===== config.mk =====
export PLATFORM = sky130hd
export DESIGN_NAME = pipe_reg_skid
export DESIGN_NICKNAME = d
export VERILOG_FILES = /design/src/rtl/pipe_reg_skid.sv
export SDC_FILE = /design/constraint.sdc
export NUM_CORES = 1
export LEC_CHECK = 0
export ABC_AREA = 1
export CORE_MARGIN = 2
export CORE_UTILIZATION = 53
export CTS_CLUSTER_DIAMETER = 120
export DETAILED_ROUTE_END_ITERATION = 12
export PLACE_DENSITY = 0.87
export SETUP_SLACK_MARGIN = 0.2
export SLEW_MARGIN = 20
export SYNTH_ARGS = -nofsm -noshare
export SYNTH_HDL_FRONTEND = slang
export SYNTH_SLANG_ARGS = --single-unit

===== constraint.sdc =====
create_clock -name CLK -period 3.3 [get_ports CLK]
set_input_delay 0.495 -clock CLK [delete_from_list [all_inputs] [get_ports CLK]]
set_output_delay 0.495 -clock CLK [all_outputs]
set_load 0.02 [all_outputs]

===== src/rtl/pipe_reg_skid.sv =====
// Purpose: pipeline-stage register with a 2-entry skid buffer, flush and stall/flush counters.
// Latency: 1 cycle from push to out_* when empty; otherwise strict FIFO order behind held entries.
// Backpressure: in_ready is a pure decode of registered state (low only when both entries are held).
module pipe_reg_skid #(
  parameter int DATA_W = 32,
  parameter int CTRL_W = 8,
  parameter int CNT_W  = 16
) (
  input  logic              CLK,
  input  logic              RST_N,
  input  logic              flush,
  input  logic              in_valid,
  output logic              in_ready,
  input  logic [CTRL_W-1:0] in_ctrl,
  input  logic [DATA_W-1:0] in_data,
  output logic              out_valid,
  input  logic              out_ready,
  output logic [CTRL_W-1:0] out_ctrl,
  output logic [DATA_W-1:0] out_data,
  output logic [1:0]        occupancy,
  output logic [CNT_W-1:0]  stall_cnt,
  output logic [CNT_W-1:0]  flush_cnt
);

  typedef enum logic [1:0] {
    ST_EMPTY = 2'b00,
    ST_ONE   = 2'b01,
    ST_FULL  = 2'b10
  } state_e;

  state_e              state_q, state_d;
  logic [CTRL_W-1:0]   main_ctrl_q, main_ctrl_d;
  logic [DATA_W-1:0]   main_data_q, main_data_d;
  logic [CTRL_W-1:0]   skid_ctrl_q, skid_ctrl_d;
  logic [DATA_W-1:0]   skid_data_q, skid_data_d;
  logic [CNT_W-1:0]    stall_cnt_q, stall_cnt_d;
  logic [CNT_W-1:0]    flush_cnt_q, flush_cnt_d;
  logic                push;
  logic                pop;

  // Status decode from the state register only; an illegal encoding looks empty.
  always_comb begin
    in_ready  = 1'b1;
    out_valid = 1'b0;
    occupancy = 2'd0;
    case (state_q)
      ST_ONE: begin
        out_valid = 1'b1;
        occupancy = 2'd1;
      end
      ST_FULL: begin
        in_ready  = 1'b0;
        out_valid = 1'b1;
        occupancy = 2'd2;
      end
      default: ;
    endcase
  end

  assign push      = in_valid & in_ready;
  assign pop       = out_valid & out_ready;
  // Bubbles must never carry live write enables downstream.
  assign out_ctrl  = out_valid ? main_ctrl_q : '0;
  assign out_data  = main_data_q;
  assign stall_cnt = stall_cnt_q;
  assign flush_cnt = flush_cnt_q;

  // Next-state, payload movement and saturating counters; flush overrides any transfer.
  always_comb begin
    state_d     = state_q;
    main_ctrl_d = main_ctrl_q;
    main_data_d = main_data_q;
    skid_ctrl_d = skid_ctrl_q;
    skid_data_d = skid_data_q;
    stall_cnt_d = stall_cnt_q;
    flush_cnt_d = flush_cnt_q;

    if (flush) begin
      // Payload registers keep their contents; only the occupancy is dropped.
      state_d = ST_EMPTY;
    end else begin
      case (state_q)
        ST_ONE: begin
          if (push && !pop) begin
            skid_ctrl_d = in_ctrl;
            skid_data_d = in_data;
            state_d     = ST_FULL;
          end else if (push && pop) begin
            main_ctrl_d = in_ctrl;
            main_data_d = in_data;
          end else if (pop) begin
            state_d = ST_EMPTY;
          end
        end
        ST_FULL: begin
          if (pop) begin
            main_ctrl_d = skid_ctrl_q;
            main_data_d = skid_data_q;
            state_d     = ST_ONE;
          end
        end
        default: begin
          // EMPTY, and recovery path for an illegal encoding.
          state_d = ST_EMPTY;
          if (push) begin
            main_ctrl_d = in_ctrl;
            main_data_d = in_data;
            state_d     = ST_ONE;
          end
        end
      endcase
    end

    if (out_valid && !out_ready && (stall_cnt_q != '1)) begin
      stall_cnt_d = stall_cnt_q + CNT_W'(1);
    end
    if (flush && (occupancy != 2'd0) && (flush_cnt_q != '1)) begin
      flush_cnt_d = flush_cnt_q + CNT_W'(1);
    end
  end

  // State, payload and counter registers; reset clears everything at once.
  always_ff @(posedge CLK or negedge RST_N) begin
    if (!RST_N) begin
      state_q     <= ST_EMPTY;
      main_ctrl_q <= '0;
      main_data_q <= '0;
      skid_ctrl_q <= '0;
      skid_data_q <= '0;
      stall_cnt_q <= '0;
      flush_cnt_q <= '0;
    end else begin
      state_q     <= state_d;
      main_ctrl_q <= main_ctrl_d;
      main_data_q <= main_data_d;
      skid_ctrl_q <= skid_ctrl_d;
      skid_data_q <= skid_data_d;
      stall_cnt_q <= stall_cnt_d;
      flush_cnt_q <= flush_cnt_d;
    end
  end

endmodule


Word-level counts from Yosys, hierarchy flattened

Index checks and enable logic that the tools add are counted.

Bits in registers: 114
Input port bits: 45
Output and inout port bits: 76

Add/sub/neg operators: 2
Equal/unequal tests: 10
Multiplexer cells: 21
Bitwise operators: 3
Reductions and logical operators: 14

Operator list:

| kind                                                                  | count |
|---|---|
| 32-bit 2-to-1 mux                                                     | 4 |
| 32-bit one-hot mux with 2 select lines                                | 1 |
| 8-bit 2-to-1 mux                                                      | 5 |
| 16-bit by 1-bit adder with 16-bit output, second input constant       | 2 |
| 16-bit != test, second input constant                                 | 2 |
| 8-bit one-hot mux with 2 select lines                                 | 1 |
| 2-bit 2-to-1 mux                                                      | 5 |
| 4-bit != test, second input constant                                  | 2 |
| 2-bit one-hot mux with 2 select lines                                 | 2 |
| 1-bit logical AND                                                     | 6 |
| 2-bit != test, second input constant                                  | 3 |
| 3-bit AND reduction                                                   | 2 |
| 5-bit AND reduction                                                   | 1 |
| 1-bit 2-to-1 mux                                                      | 3 |
| 3-bit != test, second input constant                                  | 1 |
| 3-bit nonzero test                                                    | 1 |
| 1-bit AND                                                             | 2 |
| 2-bit by 1-bit equality test with 1-bit output, second input constant | 1 |
| 2-bit equality test, second input constant                            | 1 |
| 1-bit logical NOT                                                     | 2 |
| 2-bit nonzero test                                                    | 1 |
| 2-bit OR reduction                                                    | 1 |
| 1-bit inverter                                                        | 1 |

Longest topological paths before layout

Word-level depth: 9
Gate-level depth with buffers: 10

Worst setup path after synthesis

OpenSTA, ideal clock, no wires.

Path kind: register -> output
From: register state_q[0]
To: output port out_ctrl[0]
Data arrival time: 1267 ps
Data required time: 2805 ps
Path slack: 1538 ps
Cell stages (with the launch flop): 5
Path through: dfrtp_1 -> inv_1 -> ha_1 -> clkbuf_1 -> nor2_1

Longest elaborated chain between the ends: 4
Elaborated cells between the ends (all ways): 5
Classes of those cells: eq/ne (2); mux (2); reduce/logical (1)

RTL lines:

| item                                                                                         | line | RTL |
|---|---|---|
| from (decl)                                                                                  | 31   | `state_e state_q, state_d;` |
| from (signal assigned)                                                                       | 133  | `state_q <= state_d;` |
| 2-bit equality test / 2-bit by 1-bit equality test with 1-bit output (equally long branches) | 46   | `case (state_q)` |
| 2-bit OR reduction (no line) *                                                               | --   |  |
| 1-bit 2-to-1 mux *                                                                           | 46   |  |
| 8-bit 2-to-1 mux *                                                                           | 63   | `assign out_ctrl = out_valid ? main_ctrl_q : '0;` |
| to (decl)                                                                                    | 18   | `output logic [CTRL_W-1:0] out_ctrl,` |

Every way passes the cells marked *; elsewhere a longest branch is shown, timed or not.

Worst setup path after layout

Same ends and word-level chain as after synthesis.

==> results.md <==
* Crit Path Max Fanout at 14
* Post-Syn Area at 0.00554 mm²
* Initial drt markers at 286
* Clk slew on worst S/H paths at 0.06 ns
* Initial antenna violation count at 0
* CP top delay family: buffers and inverters
* Synthesized flop and latch total at 114
* Tot GR Track Use at 25.6%
* Post-CTS sizing at 0
* Syn-to-layout area delta at 34.4%
* CP startpoint: state_q[0]
* IO Count at 121
* Synth Area per Inst at 8.07 µm²
* Gpl congestion at 0.834
* Routed Antenna Nets at 0
* Num rows at 37
* Worst r2r src: state_q[0]
* Fin. max-slew vios at 0
* Overall power at 4.92 mW
* Reg2Reg Depth at 9
* Global Route met2 Usage at 43.3%
* # hold bufs at CTS at 0
* CTS Sinks at 114
* Crit Path Category: reg2out
* Final Cycle Share at 88.2%
* Cts bufs inserted at 17
* CP cell instances: inv_1, ha_1, nor2_1, clkdlybuf4s50_1
* Vias at 5,029
* Worst slew pin tran at 0.867 ns
* CTS Buffer Depth at 2
* Routed WL at 13,600 µm
* Setup Fix Bufs, Post-CTS at 0
* Final hold viol count at 0
* Number of vias per cell at 5.27
* Post-synthesis sequential area ratio at 51.5%
* Die width at 106 µm
* Met3 GRT Util at 5.21%
* Post-route minimum period at 2.91 ns
* Gr ovfl total at 0
* Mapped Cells at 687
* Starting density of the core at 54.2%
* Final setup vio count at 0
* Power Density at 660 mW/mm²
* Critical path buffer and inverter count at 2
* H-tree Lvls at 4
* Yosys top cell area share at 51.5%
* Buffers on Ports at 120
* Critical Path RT at 2.80 ns
* Max Cap Violations at 0
* Largest net degree at the start of global routing at 69
* Root Buffer: clkbuf_8
* N_diodes at 0
* Chip height at 106 µm
* RR Endpoint: state_q[1]
* GRT busiest layer: met2
* GR Util met1 at 32.4%
* Leak Pwr at 3.42 nW
* Synthesis warning total at 0
* VDD IR max at 382 µV
* Synth area leader: dfrtp_1
* Hpwl dp at 9120 µm
* Slew headroom at 42.2%
* Netlist cell types at 25
* Final #Nets at 856
* Top post-synthesis cells by area: dfrtp_1, nand2_1, mux2i_1, o21ai_1, inv_1
* Slowest-stage cell, CP: clkdlybuf4s50_1
* Vias in the first global route at 4,931
* First-pass DRT Iterations at 5
* CP Data Arrival Time at 2.41 ns
* Slowest stage delay, CP at 0.65 ns
* Area after DPL at 0.00684 mm²
* Remaining DRCs at 0
* Post-Syn Nets at 737
* CP Launch Type: flip-flop
* Global-route wire length before repair at 23,000 µm
* Worst-skew pair later-pin latency at 0.52 ns
* Design area at 0.00745 mm²
* FMAX at 0.344 GHz
* R2r setup slk at 0.79 ns
* Setup TNS at 0 ns
* Crit. End Element: primary output
* CTS tree: built
* RSZ-0062 raised after global routing: no
* Die ar. at 0.0113 mm²
* Outcome: finished, final reports clean
* Layout Skew at 0.00852 ns
* Routed len/inst at 14.2 µm
* Core area at 0.0102 mm²
* Layout cells sized above 1 at 6.36%
* Worst hold path class: in2async
[metal layers]
layer / routed length, µm / share of wire, %
met5: 0 / 0
met4: 226 / 1.7
met3: 731 / 5.4
met2: 6970 / 51
met1: 5650 / 42
[cells by family (layout without fill, tap and decap cells)]
family                   Yosys count  after routing  share of synthesized area, %
XOR/XNOR                          12             12                          1.90
flip-flops                       114            114                          51.5
AND/OR/NAND/NOR                  363            363                          26.3
multiplexers                      30             30                          5.42
AO/OA/AOI/OAI                     79             79                          7.41
adder cells (fa/ha/maj)            5              5                          1.13
buffers and inverters             84            215                          6.34
[synthesized netlist by cell type]
library cell / count
nor2_1: 42
inv_1: 57
xor2_1: 5
nand2_1: 275
nor2_2: 6
buf_6: 1
buf_2: 20
clkbuf_1: 4
dfrtp_1: 114
nand2_2: 2
ha_1: 5
buf_4: 1
nor3_2: 1
nor3_1: 1
xnor2_1: 7
nand3b_1: 1
inv_2: 1
o21ai_2: 4
o21ai_0: 21
nand3_2: 1
nand3_1: 21
a21oi_1: 1
o21ai_1: 53
nand4_1: 13
mux2i_1: 30
[worst max path at each step]
stage	slack (ns)	cells after the start	endpoint
after floorplan	1.54	4	out_ctrl[0]
after global placement	1.01	4	out_ctrl[0]
after detailed placement	0.94	9	state_q[1]
after CTS	0.40	4	out_ctrl[0]
after global routing	0.30	4	out_ctrl[0]
final	0.39	4	out_ctrl[0]
[sequential cells by signal, indices dropped and copies added, names as in the netlist]
signal and count:
out_data 32, skid_data_q 32, main_ctrl_q 8, skid_ctrl_q 8
flush_cnt 16, state_q 2, stall_cnt 16
[layout by cell type (no fill, tap or decap), types with 16 or more instances in the layout]
cell,count
clkbuf_16,16
nand3_1,21
o21ai_0,21
clkdlybuf4s50_1,119
o21ai_1,53
nand2_1,275
dfrtp_1,114
nor2_1,42
mux2i_1,30
inv_1,57
[metrics by stage]
step / setup slack, ns / cells / util (%) / hold WS, ns
floorplan: 1.54 / 687 / - / 0.199
global placement: 1.01 / 923 / 66.9 / 0.453
detailed placement: 0.937 / 923 / 66.9 / 0.460
CTS: 0.395 / 954 / 72.8 / 0.118
global route: 0.300 / 954 / 72.8 / 0.165
finish: 0.391 / 954 / 72.8 / 0.104
[cell type report]
cell class,count,area [µm²]
Sequential cell,114,2850
Fill cell,714,2780
Multi-Input combinational cell,489,2350
Timing Repair Buffer,126,1260
Clock buffer,21,449
Inverter,58,218
Tap cell,136,170
Clock inverter,10,158
[power by group]
| part | leakage, nW | internal, mW | switching (mW) |
|---|---|---|---|
| Combinational | 1.67 | 0.502 | 0.596 |
| Clock | 0.290 | 1.26 | 0.627 |
| Sequential | 1.46 | 1.70 | 0.234 |
| Total | 3.42 | 3.46 | 1.46 |
Note: power is estimated with default switching activity, not from simulation.
